--- src/rtl/lsu_pkg.sv ---
// Shared encodings and constants for the load/store unit controller.
package lsu_pkg;

    localparam int unsigned LsuLanes      = 4;
    localparam int unsigned LsuDataW      = 32;
    localparam int unsigned TIMEOUT_LIMIT = 15;

    localparam logic [2:0] F3Byte  = 3'b000;
    localparam logic [2:0] F3Half  = 3'b001;
    localparam logic [2:0] F3Word  = 3'b010;
    localparam logic [2:0] F3ByteU = 3'b100;
    localparam logic [2:0] F3HalfU = 3'b101;

    typedef enum logic [1:0] {
        StIdle,
        StReq,
        StDone
    } lsu_state_e;

    typedef enum logic [1:0] {
        SizeByte,
        SizeHalf,
        SizeWord
    } lsu_size_e;

    // Unsupported encodings fall back to word size.
    function automatic lsu_size_e f3_size(input logic [2:0] f3);
        case (f3)
            F3Byte, F3ByteU: return SizeByte;
            F3Half, F3HalfU: return SizeHalf;
            default:         return SizeWord;
        endcase
    endfunction

endpackage

--- src/rtl/lsu_load_align.sv ---
// Selects the addressed lane of a read word and sign/zero-extends it.
module lsu_load_align
    import lsu_pkg::*;
(
    input  logic [LsuDataW-1:0] rdata_i,
    input  logic [1:0]          offset_i,
    input  logic [2:0]          funct3_i,
    output logic [LsuDataW-1:0] data_o
);

    logic [7:0]  byte_sel;
    logic [15:0] half_sel;

    always_comb begin
        byte_sel = rdata_i[{offset_i, 3'b000} +: 8];
        half_sel = offset_i[1] ? rdata_i[31:16] : rdata_i[15:0];
        case (funct3_i)
            F3Byte:  data_o = {{24{byte_sel[7]}}, byte_sel};
            F3ByteU: data_o = {24'h0, byte_sel};
            F3Half:  data_o = {{16{half_sel[15]}}, half_sel};
            F3HalfU: data_o = {16'h0, half_sel};
            default: data_o = rdata_i;
        endcase
    end

endmodule

--- src/rtl/lsu_ctrl.sv ---
// Load/store unit controller: one bus transaction per access, with stall,
// misalignment detection, store lane steering and a bus timeout.
module lsu_ctrl
    import lsu_pkg::*;
(
    input  logic                clk_i,
    input  logic                rst_i,
    input  logic [31:0]         lsu_addr_i,
    input  logic [31:0]         lsu_wdata_i,
    input  logic                lsu_rden_i,
    input  logic                lsu_wren_i,
    input  logic [2:0]          funct3_i,
    output logic [31:0]         lsu_ld_data_o,
    output logic                stall_o,
    output logic                misalign_o,
    output logic                err_o,
    output logic                mem_req_o,
    output logic                mem_we_o,
    output logic [31:0]         mem_addr_o,
    output logic [31:0]         mem_wdata_o,
    output logic [LsuLanes-1:0] mem_be_o,
    input  logic                mem_ack_i,
    input  logic [31:0]         mem_rdata_i
);

    lsu_state_e          state_q, state_d;
    logic [3:0]          cnt_q, cnt_d;
    logic [31:0]         ld_q, ld_d;
    logic                err_q, err_d;
    logic [31:0]         addr_q, wdata_q;
    logic                we_q;
    logic [LsuLanes-1:0] be_q;
    logic [1:0]          off_q;
    logic [2:0]          f3_q;

    lsu_size_e           size;
    logic                access, misalign, start, timeout;
    logic [LsuLanes-1:0] be_new;
    logic [31:0]         wdata_new, ld_aligned;

    assign access  = lsu_rden_i | lsu_wren_i;
    assign size    = f3_size(funct3_i);
    assign timeout = (cnt_q == 4'(TIMEOUT_LIMIT));

    always_comb begin
        case (size)
            SizeWord: misalign = (lsu_addr_i[1:0] != 2'b00);
            SizeHalf: misalign = lsu_addr_i[0];
            default:  misalign = 1'b0;
        endcase
    end

    always_comb begin
        case (size)
            SizeByte: begin
                be_new    = 4'b0001 << lsu_addr_i[1:0];
                wdata_new = {4{lsu_wdata_i[7:0]}};
            end
            SizeHalf: begin
                be_new    = 4'b0011 << lsu_addr_i[1:0];
                wdata_new = {2{lsu_wdata_i[15:0]}};
            end
            default: begin
                be_new    = 4'b1111;
                wdata_new = lsu_wdata_i;
            end
        endcase
    end

    lsu_load_align u_load_align (
        .rdata_i  (mem_rdata_i),
        .offset_i (off_q),
        .funct3_i (f3_q),
        .data_o   (ld_aligned)
    );

    assign start = (state_q == StIdle) && access && !misalign;

    always_comb begin
        state_d = state_q;
        cnt_d   = cnt_q;
        ld_d    = ld_q;
        err_d   = 1'b0;
        case (state_q)
            StIdle: begin
                cnt_d = 4'd0;
                if (start) state_d = StReq;
            end
            StReq: begin
                // Ack takes priority over an expiring timeout in the same cycle.
                if (mem_ack_i) begin
                    state_d = StDone;
                    if (!we_q) ld_d = ld_aligned;
                end else if (timeout) begin
                    state_d = StDone;
                    err_d   = 1'b1;
                    ld_d    = 32'h0;
                end else begin
                    cnt_d = cnt_q + 4'd1;
                end
            end
            StDone:  state_d = StIdle;
            default: state_d = StIdle;
        endcase
    end

    always_ff @(posedge clk_i) begin
        if (rst_i) begin
            state_q <= StIdle;
            cnt_q   <= 4'd0;
            ld_q    <= 32'h0;
            err_q   <= 1'b0;
            addr_q  <= 32'h0;
            wdata_q <= 32'h0;
            we_q    <= 1'b0;
            be_q    <= '0;
            off_q   <= 2'b00;
            f3_q    <= 3'b000;
        end else begin
            state_q <= state_d;
            cnt_q   <= cnt_d;
            ld_q    <= ld_d;
            err_q   <= err_d;
            if (start) begin
                addr_q  <= {lsu_addr_i[31:2], 2'b00};
                wdata_q <= wdata_new;
                we_q    <= lsu_wren_i;
                be_q    <= be_new;
                off_q   <= lsu_addr_i[1:0];
                f3_q    <= funct3_i;
            end
        end
    end

    assign misalign_o    = access && misalign;
    assign stall_o       = start || (state_q == StReq);
    assign lsu_ld_data_o = misalign_o ? 32'h0 : ld_q;
    assign err_o         = err_q;
    assign mem_req_o     = (state_q == StReq);
    assign mem_we_o      = we_q;
    assign mem_addr_o    = addr_q;
    assign mem_wdata_o   = wdata_q;
    assign mem_be_o      = be_q;

endmodule

--- config.mk ---
export PLATFORM = sky130hd
export DESIGN_NAME = lsu_ctrl
export DESIGN_NICKNAME = d
export VERILOG_FILES = /design/src/rtl/lsu_pkg.sv /design/src/rtl/lsu_load_align.sv /design/src/rtl/lsu_ctrl.sv
export SDC_FILE = /design/constraint.sdc
export NUM_CORES = 1
export LEC_CHECK = 0
export ABC_AREA = 1
export CAP_MARGIN = 10
export CORE_MARGIN = 1.5
export CORE_UTILIZATION = 43
export DETAILED_ROUTE_END_ITERATION = 10
export GPL_ROUTABILITY_DRIVEN = 0
export PLACE_DENSITY = 0.85
export SETUP_SLACK_MARGIN = 0.02
export SKIP_LAST_GASP = 1
export SLEW_MARGIN = 20
export SYNTH_ARGS = -nofsm -noshare
export SYNTH_HDL_FRONTEND = slang
export SYNTH_SLANG_ARGS = --single-unit
--- constraint.sdc ---
create_clock -name clk_i -period 4.75 [get_ports clk_i]
set_clock_uncertainty 0.15 [all_clocks]
set_input_delay 0.95 -clock clk_i [delete_from_list [all_inputs] [get_ports clk_i]]
set_output_delay 0.95 -clock clk_i [all_outputs]
set_load 0.1 [all_outputs]
==> flow_summary_export.csv <==
group,metric,value,unit
clock_tree,clkSlewWorstSetupHoldPaths,0.07,ns
global_route,grt_pass1_vias,5522,
die,die_w,114,um
yosys,synth.distinct_cells,35,
yosys,syn_area,0.00531,mm2
clock_tree,cts_sinks,111,
setup_path,start_kind,"input port",
global_route,grt_pass1_wl,26200,um
place,dp_hpwl,11300,um
pwr,power_density,374,mW/mm2
yosys,ys_seq_area_share,41.8,%
setup_path,worstPathRequired,3.65,ns
detailed_routing,drc_errors,0,
die,io_pins,209,
clock_tree,cts_setup_buffers,0,
timing,slew_headroom,31.0,%
pwr,peakVddDrop,223,uV
cells_and_area,nets,1085,
yosys,syn-instance-count,804,
setup_path,cp-end-kind,"output port",
die,die_area,0.0130,mm2
cells_and_area,area_growth,49.9,%
detailed_routing,final_antenna_net_count,0,
timing,fin_crit_sh,83.6,%
cells_and_area,fillers,1029,
setup_path,critPathMaxFanout,38,
yosys,ys_warn_count,0,
clock_tree,cts-hold-fix-buffers,0,
detailed_routing,viasPerCell,5.06,
timing,fmax,252,MHz
die,row_count,40,
clock_tree,clk-insertion-delay-late,0.35,ns
min_path,hold_start,"mem_be_o[1]$_SDFFE_PP0P_",
timing,setup_viol,0,
clock_tree,cts_tree,"built",
global_route,grt_max_degree,96,
clock_tree,clk_path_buf_depth,2,
die,dieHeight,114,um
yosys,ys_seq_elements,111,
detailed_routing,wire_per_inst,14.3,um
timing,hold_viol_final,0,
die,start_util,44.2,%
global_route,grt-ovfl-total,0,
timing,layout_setup_ws,0.779,ns
timing,rsz0062_at_grt,"false",
timing,worst_pin_slew,1.03,ns
cells_and_area,layout-drive-gt1-share,7.82,%
global_route,gr-usage-all-layers,25.1,%
place,pre_cts_slack,0.812,ns
detailed_routing,dr.pass1.iters,5,
clock_tree,cts_root_buffer,"clkbuf_16",
timing,setup_tns,0,ns
detailed_routing,vias,5724,
setup_path,cp.arrival,2.87,ns
clock_tree,cts_inserted_buffers,9,
pwr,leakagePower,3.39,nW
detailed_routing,wl,16200,um
clock_tree,htreeDepth,3,
timing,slew_violations,0,
clock_tree,cts_resized,0,
timing,fin_crit,3.97,ns
yosys,synth_area_per_cell,6.61,um2
detailed_routing,drt_iter0_markers,345,
place,io_buffers,206,
setup_path,critPathLaunch,"funct3_i[1]",
min_path,hold_path_class,"reg2reg",
cells_and_area,num_antenna_cells,0,
run_status,status,"finished clean",
run,maxCapViolations,0,
global_route,antenna_found_initial,0,
die,core_area,0.0120,mm2
setup_path,worstReg2RegStart,"f3_q[1]$_SDFFE_PP0P_",
setup_path,path_class,"in2out",
-- kinds of logic after synthesis --
logic type | Yosys count | share of synthesized area, %
simple gates | 376 | 28.6
compound gates | 188 | 18.1
buf+inv | 126 | 11.0
flops | 111 | 41.8
xor+xnor | 1 | 0.165
fa+ha+maj | 1 | 0.235
other cells | 1 | 0.0706
-- cells in the mapped netlist --
cell type / number / share of area (%)
nand2_4: 2 / 0.42
conb_1: 1 / 0.071
buf_4: 3 / 0.42
o211ai_2: 1 / 0.24
ha_1: 1 / 0.24
o21ai_0: 61 / 5.7
or2_2: 1 / 0.12
buf_6: 10 / 2.1
nand3_1: 23 / 2.2
a211oi_1: 1 / 0.14
and2_1: 3 / 0.35
o21ai_1: 24 / 2.3
nand2_2: 3 / 0.35
a21boi_2: 1 / 0.21
buf_2: 18 / 1.7
xor2_1: 1 / 0.16
nand3_2: 1 / 0.19
clkinv_2: 1 / 0.094
nor3_1: 1 / 0.094
clkbuf_2: 2 / 0.19
a21oi_1: 98 / 9.2
nand4_1: 3 / 0.35
nor2_1: 163 / 12
o21bai_1: 1 / 0.14
clkbuf_1: 14 / 0.99
nor2_8: 1 / 0.38
nor4_1: 1 / 0.12
inv_2: 6 / 0.42
nand2_1: 172 / 12
inv_1: 70 / 4.9
nand3b_1: 1 / 0.14
buf_1: 2 / 0.14
o21ai_2: 1 / 0.16
nor2_4: 1 / 0.21
dfxtp_1: 111 / 42
-- critical path, stage by stage --
cell             delay (ns)
clkdlybuf4s50_1        0.52
buf_4                  0.37
o21ai_2                0.13
a21boi_2               0.16
buf_4                  0.34
nor2_1                 0.15
buf_12                 0.19
-- layout make-up --
type / count / area [um2] / share of cell area, %
inverters: 77 / 290 / 3.64
clock buffers: 10 / 239 / 3.00
multi-input cells: 568 / 2510 / 31.5
flip-flops and latches: 111 / 2220 / 27.9
well taps: 147 / 184 / 2.31
clock inverters: 6 / 67.6 / 0.848
repair buffers: 213 / 2450 / 30.8
-- state kept, by name, summed over array words and instances, names as in the netlist, 2 cells and up --
signal and count:
cnt_q 4, f3_q 3, mem_wdata_o 32, ld_q 32
mem_addr_o 30, mem_be_o 4, off_q 2, state_q 2
-- layer usage --
layer	wire (um)	global-route usage, %	vias to the layer above
li1	-	-	2887
met1	6640	30.3	2543
met2	7510	41.3	259
met3	1650	7.94	35
met4	414	10.7	0
met5	0	0	-
-- where the power goes --
| group | internal (W) | switching [W] |
|---|---|---|
| Sequential | 0.00101 | 0.0000483 |
| Clock | 0.000426 | 0.000355 |
| Combinational | 0.000311 | 0.000825 |
| Total | 0.00175 | 0.00123 |
-- path summary, 6_finish.rpt --
| check | depth (start not counted) | slack [ns] | endpoint |
|---|---|---|---|
| max | 7 | 0.78 | lsu_ld_data_o[24] |
| min | 2 | 0.31 | mem_be_o[1]$_SDFFE_PP0P_ |
| max reg2reg | 7 | 2.19 | ld_q[26]$_SDFFE_PP0P_ |
| min reg2reg | 2 | 0.31 | mem_be_o[1]$_SDFFE_PP0P_ |
-- per-stage QoR --
stage | power [W] | cell area (um2) | utilization [%] | std cells | hold slack, ns
5_1_grt | 0.00309 | 7970 | 66.3 | 1132 | 0.334
6_report | 0.00298 | 7970 | 66.3 | 1132 | 0.314
4_1_cts | 0.00298 | 7970 | 66.3 | 1132 | 0.315
3_5_place_dp | 0.00221 | 7660 | 63.8 | 1116 | 0.305
3_3_place_gp | 0.00220 | 7660 | 63.8 | 1116 | 0.301
2_1_floorplan | 0.00189 | 5320 | - | 805 | 0.294
-- cell usage in the layout, fill, tap and decap left out, types with 3 or more instances in the layout --
| master | netlist | routed |
|---|---|---|
| nand2_1 | 172 | 172 |
| clkdlybuf4s50_1 | 0 | 172 |
| nor2_1 | 163 | 163 |
| dfxtp_1 | 111 | 111 |
| a21oi_1 | 98 | 98 |
| inv_1 | 70 | 69 |
| o21ai_0 | 61 | 61 |
| buf_12 | 0 | 34 |
| o21ai_1 | 24 | 24 |
| nand3_1 | 23 | 23 |
| clkbuf_16 | 0 | 9 |
| inv_2 | 6 | 7 |
| buf_4 | 3 | 7 |
| nand2_2 | 3 | 3 |
| nand4_1 | 3 | 3 |
| and2_1 | 3 | 3 |
No activity file was read; power rests on OpenSTA's default activity.
